<file path="src/rtl/maze_path_ctrl.sv">
// maze_path_ctrl: move-path stack recorder with in-order valid/ready playback.
// Records direction codes as a stack during REC and replays the surviving
// path oldest-first in PLAY. Finishes with a one-cycle done pulse in FIN.
module maze_path_ctrl #(
    parameter int unsigned MAX_LENGTH = 256,
    parameter int unsigned WIDTH      = 2,
    localparam int unsigned LW        = $clog2(MAX_LENGTH + 1)
) (
    input  logic             clk,
    input  logic             rst,
    input  logic             clear,
    input  logic             push,
    input  logic             pop,
    input  logic [WIDTH-1:0] data_in,
    input  logic             start,
    input  logic             out_ready,
    output logic             out_valid,
    output logic [WIDTH-1:0] out_data,
    output logic             out_last,
    output logic             done,
    output logic             busy,
    output logic             full,
    output logic             empty,
    output logic [LW-1:0]    length,
    output logic             overflow,
    output logic             underflow
);

    localparam int unsigned AW = $clog2(MAX_LENGTH);

    localparam logic [1:0] ST_REC  = 2'd0;
    localparam logic [1:0] ST_PLAY = 2'd1;
    localparam logic [1:0] ST_FIN  = 2'd2;

    logic [1:0]       state_q,     state_d;
    logic [LW-1:0]    length_q,    length_d;
    logic [AW-1:0]    rd_ptr_q,    rd_ptr_d;
    logic             overflow_q,  overflow_d;
    logic             underflow_q, underflow_d;
    logic             out_valid_q, out_valid_d;
    logic [WIDTH-1:0] out_data_q,  out_data_d;
    logic             out_last_q,  out_last_d;
    logic             done_q,      done_d;

    logic             wr_en;
    logic [AW-1:0]    wr_addr;
    logic [WIDTH-1:0] wr_data;

    logic [WIDTH-1:0] mem_q [MAX_LENGTH];

    logic             is_full;
    logic             is_empty;
    logic [LW-1:0]    len_m1;
    logic [AW-1:0]    rd_ptr_nxt;
    logic             at_last;

    assign is_full    = (length_q == LW'(MAX_LENGTH));
    assign is_empty   = (length_q == '0);
    assign len_m1     = length_q - LW'(1);
    assign rd_ptr_nxt = rd_ptr_q + AW'(1);
    assign at_last    = (LW'(rd_ptr_q) == len_m1);

    // Next-state, stack bookkeeping, memory write port and playback beat generation.
    always_comb begin
        state_d     = state_q;
        length_d    = length_q;
        rd_ptr_d    = rd_ptr_q;
        overflow_d  = overflow_q;
        underflow_d = underflow_q;
        out_valid_d = out_valid_q;
        out_data_d  = out_data_q;
        out_last_d  = out_last_q;
        done_d      = 1'b0;
        wr_en       = 1'b0;
        wr_addr     = AW'(length_q);
        wr_data     = data_in;

        if (clear) begin
            state_d     = ST_REC;
            length_d    = '0;
            rd_ptr_d    = '0;
            overflow_d  = 1'b0;
            underflow_d = 1'b0;
            out_valid_d = 1'b0;
            out_data_d  = '0;
            out_last_d  = 1'b0;
        end else begin
            case (state_q)
                ST_REC: begin
                    if (start) begin
                        if (!is_empty) begin
                            state_d     = ST_PLAY;
                            rd_ptr_d    = '0;
                            out_valid_d = 1'b1;
                            out_data_d  = mem_q[0];
                            out_last_d  = (length_q == LW'(1));
                        end else begin
                            state_d = ST_FIN;
                            done_d  = 1'b1;
                        end
                    end else if (push && pop) begin
                        // Backtrack-then-advance replaces the top; on empty it is a plain push.
                        wr_en = 1'b1;
                        if (is_empty) begin
                            length_d = length_q + LW'(1);
                        end else begin
                            wr_addr = AW'(len_m1);
                        end
                    end else if (push) begin
                        if (is_full) begin
                            overflow_d = 1'b1;
                        end else begin
                            wr_en    = 1'b1;
                            length_d = length_q + LW'(1);
                        end
                    end else if (pop) begin
                        if (is_empty) begin
                            underflow_d = 1'b1;
                        end else begin
                            length_d = len_m1;
                        end
                    end
                end
                ST_PLAY: begin
                    if (out_ready) begin
                        if (at_last) begin
                            state_d     = ST_FIN;
                            done_d      = 1'b1;
                            out_valid_d = 1'b0;
                            out_data_d  = '0;
                            out_last_d  = 1'b0;
                        end else begin
                            rd_ptr_d   = rd_ptr_nxt;
                            out_data_d = mem_q[rd_ptr_nxt];
                            out_last_d = (LW'(rd_ptr_nxt) == len_m1);
                        end
                    end
                end
                ST_FIN: begin
                    state_d = ST_REC;
                end
                default: begin
                    state_d = ST_REC;
                end
            endcase
        end
    end

    // Control and output registers.
    always_ff @(posedge clk or posedge rst) begin
        if (rst) begin
            state_q     <= ST_REC;
            length_q    <= '0;
            rd_ptr_q    <= '0;
            overflow_q  <= 1'b0;
            underflow_q <= 1'b0;
            out_valid_q <= 1'b0;
            out_data_q  <= '0;
            out_last_q  <= 1'b0;
            done_q      <= 1'b0;
        end else begin
            state_q     <= state_d;
            length_q    <= length_d;
            rd_ptr_q    <= rd_ptr_d;
            overflow_q  <= overflow_d;
            underflow_q <= underflow_d;
            out_valid_q <= out_valid_d;
            out_data_q  <= out_data_d;
            out_last_q  <= out_last_d;
            done_q      <= done_d;
        end
    end

    // Move storage; contents are not reset.
    always_ff @(posedge clk) begin
        if (wr_en) begin
            mem_q[wr_addr] <= wr_data;
        end
    end

    assign out_valid = out_valid_q;
    assign out_data  = out_data_q;
    assign out_last  = out_last_q;
    assign done      = done_q;
    assign busy      = (state_q == ST_PLAY);
    assign full      = is_full;
    assign empty     = is_empty;
    assign length    = length_q;
    assign overflow  = overflow_q;
    assign underflow = underflow_q;

endmodule

</file>
<file path="config.mk">
export PLATFORM = sky130hd
export DESIGN_NAME = maze_path_ctrl
export DESIGN_NICKNAME = d
export VERILOG_FILES = /design/src/rtl/maze_path_ctrl.sv
export SDC_FILE = /design/constraint.sdc
export NUM_CORES = 1
export LEC_CHECK = 0
export BUFFER_PORTS_ARGS = -buffer_cell sky130_fd_sc_hd__clkbuf_2
export CORE_MARGIN = 4
export CORE_UTILIZATION = 30
export CTS_CLUSTER_SIZE = 40
export DETAILED_ROUTE_END_ITERATION = 10
export PLACE_DENSITY = 0.43
export SLEW_MARGIN = 25
export SYNTH_ARGS = -nofsm -noshare
export SYNTH_HDL_FRONTEND = slang
export SYNTH_SLANG_ARGS = --single-unit
export TNS_END_PERCENT = 20
</file>
<file path="constraint.sdc">
create_clock -name clk -period 7.1 [get_ports clk]
set_input_delay 0.71 -clock clk [delete_from_list [all_inputs] [get_ports clk]]
set_output_delay 0.71 -clock clk [all_outputs]
set_load 0.05 [all_outputs]
</file>
==> results of run 1 <==
metrics by stage:
| step | setup WS (ps) | util (%) | hold WS (ps) |
|---|---|---|---|
| floorplan | 3357 | - | 497.5 |
| global route | 2327 | 34.25 | 178.2 |
| finish | 2742 | 34.25 | 141.5 |
| detailed placement | 2603 | 31.82 | 481.7 |
| global placement | 2598 | 31.79 | 481.1 |
| CTS | 2579 | 34.22 | 121.5 |
how the worst max path moves through the flow:
stage | end | slack [ps]
5_1_grt | out_data[1] | 2330
3_5_place_dp | out_data[1] | 2600
6_report | out_data[0] | 2740
3_3_place_gp | out_data[1] | 2600
2_1_floorplan | mem_q[14][0] | 3360
4_1_cts | out_data[1] | 2580
flip-flops by register name, indices dropped and copies added, names as in the netlist:
register	flops
length	9
out_data	2
done	1
underflow	1
mem_q	512
state_q	2
rd_ptr_q	8
out_valid	1
out_last	1
overflow	1
critical path: stages, from the launching register on:
cell,delay (ps)
dfrtp_4,750
buf_4,560
ha_4,720
buf_12,510
mux4_2,410
mux4_2,510
a21oi_1,280
nand4_1,140
nand3_1,180
o31ai_1,100
logic make-up (layout without fill, tap and decap cells):
family,after synthesis,count (layout),synth area share [%]
compound gates,95,95,2.714
xor+xnor,40,40,1.496
fa+ha+maj,5,5,0.2671
buf+inv,147,188,2.799
flops,538,538,68.43
mux,166,166,14.62
simple gates,503,503,9.681
routing by layer:
layer	routed length, microns	track usage (%)	vias up	part of all wire, %
li1	-	-	5713	-
met1	28070	20.98	6803	44
met2	30130	25.04	324	48
met3	3264	2.665	90	5.2
met4	1916	5.016	0	3.0
met5	0	0	-	0
layout by cell type, fill, tap and decap left out, drive strengths merged, types with 5 or more instances in the layout:
cell type	instances
nand2b	15
o22ai	10
dfrtp	26
or3	19
nor3	29
buf	35
o21ai	14
nand2	67
and3	7
nor4	8
bufinv	5
xnor2	32
ha	5
nand3	35
o211ai	5
a31oi	14
or2	12
nand4	11
mux4	140
a22oi	5
inv	19
clkbuf	102
a21oi	23
clkinv	27
xor2	8
mux2i	21
nor2	279
edfxtp	512
mux2	5
power groups by stage:
| stage | Combinational [mW] | Sequential [mW] | Clock [mW] |
|---|---|---|---|
| 2_1_floorplan | 1.49 | 3.72 | 0 |
| 3_3_place_gp | 2.06 | 3.69 | 0 |
| 3_5_place_dp | 2.04 | 3.70 | 0 |
| 4_1_cts | 2.05 | 3.63 | 3.05 |
| 5_1_grt | 2.19 | 3.64 | 3.19 |
| 6_report | 2.02 | 3.63 | 2.96 |
layout make-up:
cell class                      instances  area [sq um]  share of cell area (%)
Sequential cell                       538         16030                   60.41
Inverter                               19         83.83                  0.3159
Clock buffer                           77          1587                   5.979
Tap cell                             1040          1301                   4.904
Clock inverter                         32         271.5                   1.023
Timing Repair Buffer                   60         460.4                   1.735
Multi-Input combinational cell        809          6803                   25.64
==> impl_metrics.toml, run 1 <==
[critical_path]
ff2ff_path_depth = 9
startpoint = "rd_ptr_q[0]"
rr_endpoint = "out_data[0]"
critPathRequiredTime_ps = 7590
path_max_fanout = 68
startpoint_type = "flop"
arrival_ps = 4850
r2r_start = "rd_ptr_q[0]"
endpoint_kind = "flop"
r2r_slack_ps = 2740
crit_type = "reg2reg"

[layout]
layout.nets = 1502
drive_above_1_share_pct = 20.91
finalNonFillerCells = 2575
area_delta_synth_final_pct = 13.30
final_area_sq_um = 26540
fillers = 7467
diodes = 0

[clock_tree]
clkTransAtPathRegs_ps = 60
cts-htree-levels = 2
cts_max_path_buffers = 3
cts_tree = "yes"
clock_latency_ps = 610
cts_setup_buffers = 0
numCtsBuffers = 60
cts-root-buf = "clkbuf_16"
postCtsHoldBufs = 0
numClockSinks = 538
post_cts_resized = 0

[synthesis]
yosysMostFrequentCell = "edfxtp_1"
synth_flop_cell = "edfxtp_1"
synth_cell_types = 64
yosysTopAreaCellShare_pct = 65.65
synth_top_area_cell = "edfxtp_1"
ys_ff_latch = 538
ys_warn_count = 0
syn_area_per_cell_sq_um = 15.68
syn-instance-count = 1494
synth_nets = 1508
async_flop_share_pct = 4.833
synth_edf_count = 512
synth_area_leaders = "edfxtp_1 66%, mux4_2 13%, nor2_1 4.5%"
yosys-top-cells-count = "512 x edfxtp_1, 279 x nor2_1, 140 x mux4_2"
ys_seq_area_share_pct = 68.43
syn-cell-area_sq_um = 23420

[placed_design]
gp_congestion = 0.7564
io_buffers = 27
dp_cells = 2465
hpwl_mm = 36.90
placed_area_sq_um = 24650

[pwr]
p_per_area_nw_per_um2 = 324.5
swShare_pct = 29.99
p_leak_nw = 7.863
ir_drop_uv = 158.3
power_switching_mw = 2.582
p_clk_share_pct = 34.4
internal-power_mw = 6.029
p_seq_share_pct = 42.1
p_comb_share_pct = 23.5
power.total_mw = 8.611

[floorplan]
rows = 102
die_h_microns = 287.4
dieArea_sq_um = 82600
core-area_sq_um = 77470
initial_core_util_pct = 30.23
dieWidth_microns = 287.4
ios = 28

[timing]
worst_pin_slew_ps = 987.8
finClkSkew_ps = 16.24
setup_viol = 0
timing.fmax_mhz = 229.5
period_share_pct = 61.38
fin_tns_setup_ps = 0
finalCriticalPeriod_ps = 4358
relSlewSlack_pct = 34.14
rsz0062_at_grt = "no"
hold_violations = 0
slew_violations = 0

[grt]
gr-total-overflow = 0
grt_pass1_vias = 13593
antenna_found_initial = 0
grt_first_pass_wirelength_mm = 92.99
grt_start_max_net_pins = 132
grtUsageTotal_pct = 15.37

[drt]
wl_mm = 63.38
dr.pass1.iters = 5
drt_iter0_markers = 1045
routed_via_density = 5.021
detailroute.via_count = 12930
wl_per_cell_microns = 24.61
postRouteAntennaNets = 0
drc = 0

[run]
drv_cap = 0

[min_path]
min_path_type = "in2async"

[status]
status = "complete, no violations"
Note: power is estimated with default switching activity, not from simulation.
==> run 2, diff against run 1 <==
--- a/config.mk
+++ b/config.mk
@@ -10,7 +10,7 @@
 export CORE_UTILIZATION = 30
 export CTS_CLUSTER_SIZE = 40
 export DETAILED_ROUTE_END_ITERATION = 10
-export PLACE_DENSITY = 0.43
+export PLACE_DENSITY = 0.44
 export SLEW_MARGIN = 25
 export SYNTH_ARGS = -nofsm -noshare
 export SYNTH_HDL_FRONTEND = slang
==> constraint.sdc (replaced) <==
create_clock -name clk -period 3.6 [get_ports clk]
set_input_delay 0.36 -clock clk [delete_from_list [all_inputs] [get_ports clk]]
set_output_delay 0.36 -clock clk [all_outputs]
set_load 0.05 [all_outputs]
==> run 2 against run 1 <==
Net effect:
- cell area grew 3.1%
- clock skew grew 8.0 ps
- maximum frequency grew 25%
- setup slack lost 2600 ps
- die area is the same
- clock-buffer cell count shrank 8
- register-to-register slack lost 2600 ps
- non-clock buffer count grew 64
- first-iteration DRC count grew 1.1%
- largest cell class unchanged
- highest routed layer unchanged
==> impl_metrics.toml, run 2 (synthesized netlist as in run 1, its figures left out) <==
[clock_tree]
cts-root-buf = "clkbuf_16"
numCtsBuffers = 59
clock_latency_ps = 630
cts_max_path_buffers = 3
numClockSinks = 538
cts_setup_buffers = 0
clkTransAtPathRegs_ps = 60
cts_tree = "yes"
cts-htree-levels = 2

[floorplan]
initial_core_util_pct = 30.23
ios = 28
core-area_sq_um = 77470
rows = 102
dieWidth_microns = 287.4
dieArea_sq_um = 82600
die_h_microns = 287.4

[timing]
finClkSkew_ps = 24.25
relSlewSlack_pct = 42.96
worst_pin_slew_ps = 855.6
setup_viol = 0
timing.fmax_mhz = 287.9
timing.final.ws_setup_ps = 126.8
finalCriticalPeriod_ps = 3473
fin_tns_setup_ps = 0
slew_violations = 0
hold_violations = 0
period_share_pct = 96.48

[layout]
largest-register = "mem_q"
final_core_util_pct = 35.31
finalNonFillerCells = 2641
largest_reg_flops = 512
area_delta_synth_final_pct = 16.80
seqCellArea_sq_um = 16030
final_area_sq_um = 27360
diodes = 0
mostFrequentLayoutCells = "512 x edfxtp_1, 279 x nor2_1, 140 x mux4_2"
layout_commonest_cell = "edfxtp_1"
fillers = 7385
drive_above_1_share_pct = 23.61
layout.nets = 1565
multiInputGateArea_sq_um = 6805

[critical_path]
path_max_fanout = 10
r2r_slack_ps = 130
arrival_ps = 3770
endpoint = "mem_q[150][1]"
startpoint = "length[1]"
r2r_start = "length[1]"
critPathRequiredTime_ps = 3900
startpoint_type = "flop"
rr_endpoint = "mem_q[150][1]"
endpoint_kind = "flop"
crit_type = "reg2reg"
ff2ff_path_depth = 9

[pwr]
p_per_area_nw_per_um2 = 645.9
p_leak_nw = 8.289
ir_drop_uv = 401.0

[drt]
wl_mm = 63.17
dr.pass1.iters = 5
routed_via_density = 4.941
drt_iter0_markers = 1056
drc = 0
detailroute.via_count = 13049
wl_per_cell_microns = 23.92
postRouteAntennaNets = 0

[run]
drv_cap = 0

[placed_design]
dp_worst_setup_slack_ps = -7.447
placed_area_sq_um = 25340
hpwl_mm = 39.41
dp_cells = 2529
gp_congestion = 0.7623
io_buffers = 27

[grt]
antenna_found_initial = 0
grtUsageTotal_pct = 15.39
grt_first_pass_wirelength_mm = 93.75
grt_start_max_net_pins = 108
grt_pass1_vias = 14012
gr-total-overflow = 0

[min_path]
min_path_type = "in2reg"

[status]
status = "complete, no violations"
## run 2: changes by cell type in the layout (fill, tap and decap cells not counted), sizes merged
cell	before	now
buf	35	98
clkbuf	102	94
bufinv	5	10
clkinv	27	30
clkinvlp	0	1
dlygate4sd3	0	1
inv	19	20
## run 2: critical path, stage by stage, from the launching register on
cell and delay [ps]:
dfrtp_1 370, buf_4 180, or4_1 700, nor4_4 250, xnor2_1 310, a22oi_1 160, o22a_1 270, nand2b_1 200
or2_1 390, nor3_1 320
## run 2: final cells by class
| type | instances | area share [%] |
|---|---|---|
| sequential | 538 | 58.60 |
| multi-input combinational | 809 | 24.88 |
| clock buffer | 69 | 5.534 |
| tap | 1040 | 4.757 |
| timing repair buffer | 124 | 4.217 |
| clock inverter | 42 | 1.706 |
| inverter | 19 | 0.3065 |
## run 2: worst min-delay path by stage
stage,endpoint,from,slack (ps),cells after the start
detailed placement,underflow,rst,510,2
CTS,length[8],push,70,3
global placement,overflow,rst,490,2
global route,state_q[0],start,110,3
finish,done,out_ready,110,3
floorplan,done,rst,400,1
## run 2: where the power goes
part | internal [mW] | total, mW | switching (mW)
combinational | 1.76 | 4.48 | 2.72
sequential | 6.94 | 7.01 | 0.0699
clock | 3.71 | 6.18 | 2.47
## run 2: layer usage
layer	global-route usage (%)	vias up	share of wire (%)
met1	21.22	6831	45
met4	4.184	0	2.2
met3	2.109	87	4.1
met5	0	-	0
li1	-	5844	-
met2	25.63	287	48
## run 2: what timing repair did
action / in CTS / in global routing
endpoints found under the hold margin: 17 / 0
endpoints found under the setup margin: 1 / 4
gates resized for setup: 1 / 3
hold buffers: 1 / 0
gates cloned: 0 / 0
## run 2: through the flow
step           power [mW]  hold slack [ps]
5_1_grt             18.44            107.5
6_report            17.67            111.3
3_3_place_gp        11.68            494.2
2_1_floorplan       10.27            399.9
4_1_cts             17.89            68.82
3_5_place_dp        11.66            506.9
==> run 3, diff against run 2 <==
--- a/config.mk
+++ b/config.mk
@@ -11,6 +11,7 @@
 export CTS_CLUSTER_SIZE = 40
 export DETAILED_ROUTE_END_ITERATION = 10
 export PLACE_DENSITY = 0.44
+export REMOVE_ABC_BUFFERS = 1
 export SLEW_MARGIN = 25
 export SYNTH_ARGS = -nofsm -noshare
 export SYNTH_HDL_FRONTEND = slang
==> run 3 against run 2 <==
Net effect:
- first-iteration DRC count decreased by 11%
- critical path depth decreased by 1
- cell area decreased by 0.21%
- utilization decreased by 0.076 points
- sequential share of layout area increased by 0.12 points
- sequential power about the same
- wire length about the same
- register-to-register slack about the same
- largest cell class unchanged
- critical path type unchanged
- largest power group unchanged
- total power increased by 0.28%
- combinational power decreased by 2%
- setup slack got worse by 9.9 ps
- flip-flop and latch count unchanged
==> impl_metrics.toml, run 3 (synthesized netlist as in run 1, its figures left out) <==
[layout]
diodes = 0
finalNonFillerCells = 2622
fillers = 7371
largest_reg_flops = 512
layout.nets = 1550
layout_commonest_cell = "edfxtp_1"
area_delta_synth_final_pct = 16.55
mostFrequentLayoutCells = "512 x edfxtp_1, 279 x nor2_1, 140 x mux4_2"
drive_above_1_share_pct = 24.02
largest-register = "mem_q"

[drt]
routed_via_density = 4.983
drt_iter0_markers = 939
wl_per_cell_microns = 24.08
detailroute.via_count = 13065
postRouteAntennaNets = 0
drc = 0
wl_mm = 63.14
dr.pass1.iters = 5

[clock_tree]
cts_max_path_buffers = 3
numClockSinks = 538
clock_latency_ps = 630
clkTransAtPathRegs_ps = 60
cts-root-buf = "clkbuf_16"
numCtsBuffers = 59
cts-htree-levels = 2
cts_tree = "yes"
cts_setup_buffers = 0

[critical_path]
critPathRequiredTime_ps = 4130
r2r_start = "rd_ptr_q[1]"
cp_slowest_stage_delay_ps = 560
cp_common_cell = "nand3_1"
startpoint_type = "flop"
path_max_fanout = 13
startpoint = "rd_ptr_q[1]"
ff2ff_path_depth = 8
crit_type = "reg2reg"
arrival_ps = 4020
r2r_slack_ps = 120
crit_chain = "nand3_1 > or3_1 > and2_1 > nor2_1 > nand3_1 > nand4_1 > nand3_1 > o31ai_1"
endpoint_kind = "flop"
critPathSlowestCell = "nor2_1"
rr_endpoint = "out_data[0]"

[run]
drv_cap = 0

[placed_design]
io_buffers = 27
dp_cells = 2514
hpwl_mm = 38.16
gp_congestion = 0.7648

[min_path]
hold_end = "done"
min_path_type = "in2reg"
min_delay_path_depth = 3
worstHoldStart = "out_ready"

[floorplan]
initial_core_util_pct = 30.23
rows = 102
die_h_microns = 287.4
dieWidth_microns = 287.4
core-area_sq_um = 77470
dieArea_sq_um = 82600
ios = 28

[pwr]
internal-power_mw = 12.44
ir_drop_uv = 347.9
p_per_area_nw_per_um2 = 649.1
swShare_pct = 29.77
p_leak_nw = 8.249
p_comb_share_pct = 24.7
p_seq_share_pct = 39.6
p_clk_share_pct = 35.7
power_switching_mw = 5.275

[timing]
finalCriticalPeriod_ps = 3483
fin_hold_ws_ps = 73.86
worst_pin_slew_ps = 850.7
finClkSkew_ps = 20.07
period_share_pct = 96.75
hold_violations = 0
rsz0062_at_grt = "no"
timing.fmax_mhz = 287.1
relSlewSlack_pct = 43.29
slew_violations = 0
setup_viol = 0

[grt]
gr-total-overflow = 0
grt_first_pass_wirelength_mm = 93.93
grt_start_max_net_pins = 96
antenna_found_initial = 0
grtUsageTotal_pct = 15.36
grt_pass1_vias = 13898

[status]
status = "complete, no violations"
-- run 3: stage by stage --
step / setup TNS [ps] / util (%) / cell area, sq um / total power [mW] / setup slack [ps]
global placement: 0 / 32.54 / 25210 / 11.56 / 58.64
global route: 0 / 35.24 / 27300 / 18.52 / 1.839
finish: 0 / 35.24 / 27300 / 17.72 / 116.9
floorplan: -33780 / - / 22850 / 10.30 / -6433
CTS: 0 / 35.16 / 27230 / 17.94 / 43.02
detailed placement: 0 / 32.54 / 25210 / 11.55 / 64.85
-- run 3: area by class of cell --
class	instances	area [sq um]	share of cell area [%]
Sequential cell	538	16030	58.72
Multi-Input combinational cell	809	6847	25.08
Clock buffer	69	1524	5.583
Tap cell	1040	1301	4.767
Timing Repair Buffer	109	1016	3.722
Clock inverter	38	495.5	1.815
Inverter	19	83.83	0.3071
-- run 3: power by group through the flow --
stage / clock (mW) / sequential, mW / combinational (mW)
5_1_grt: 6.77 / 7.03 / 4.72
3_3_place_gp: 0 / 7.16 / 4.40
4_1_cts: 6.51 / 7.02 / 4.41
6_report: 6.32 / 7.02 / 4.37
3_5_place_dp: 0 / 7.16 / 4.39
2_1_floorplan: 0 / 7.50 / 2.80
-- run 3: per-layer routing --
metal / wire [microns] / global-route usage (%) / part of all wire, %
met2: 30200 / 25.06 / 48
met4: 1285 / 3.837 / 2.0
met3: 3310 / 2.744 / 5.2
met5: 0 / 0 / 0
met1: 28340 / 21.36 / 45
-- run 3: worst max-delay path by stage --
stage	endpoint	slack [ps]	cells after the start
after global placement	mem_q[244][0]	60	10
after CTS	mem_q[118][1]	40	9
final	out_data[0]	120	8
after global routing	mem_q[44][1]	2	9
after detailed placement	mem_q[118][0]	60	9
after floorplan	out_data[0]	-6430	9
-- run 3: worst max-delay path, delay by kind of cell, from the launching register on --
family	cells	cell delay [ps]
flip-flops	1	550
AND/OR/NAND/NOR	7	2520
AO/OA/AOI/OAI	1	300
-- run 3: timing repair --
item                                    in CTS  in global routing
hold buffers                                 1                  0
endpoints found under the hold margin       16                  0
resized for setup                            0                 15
endpoints found under the setup margin       0                176
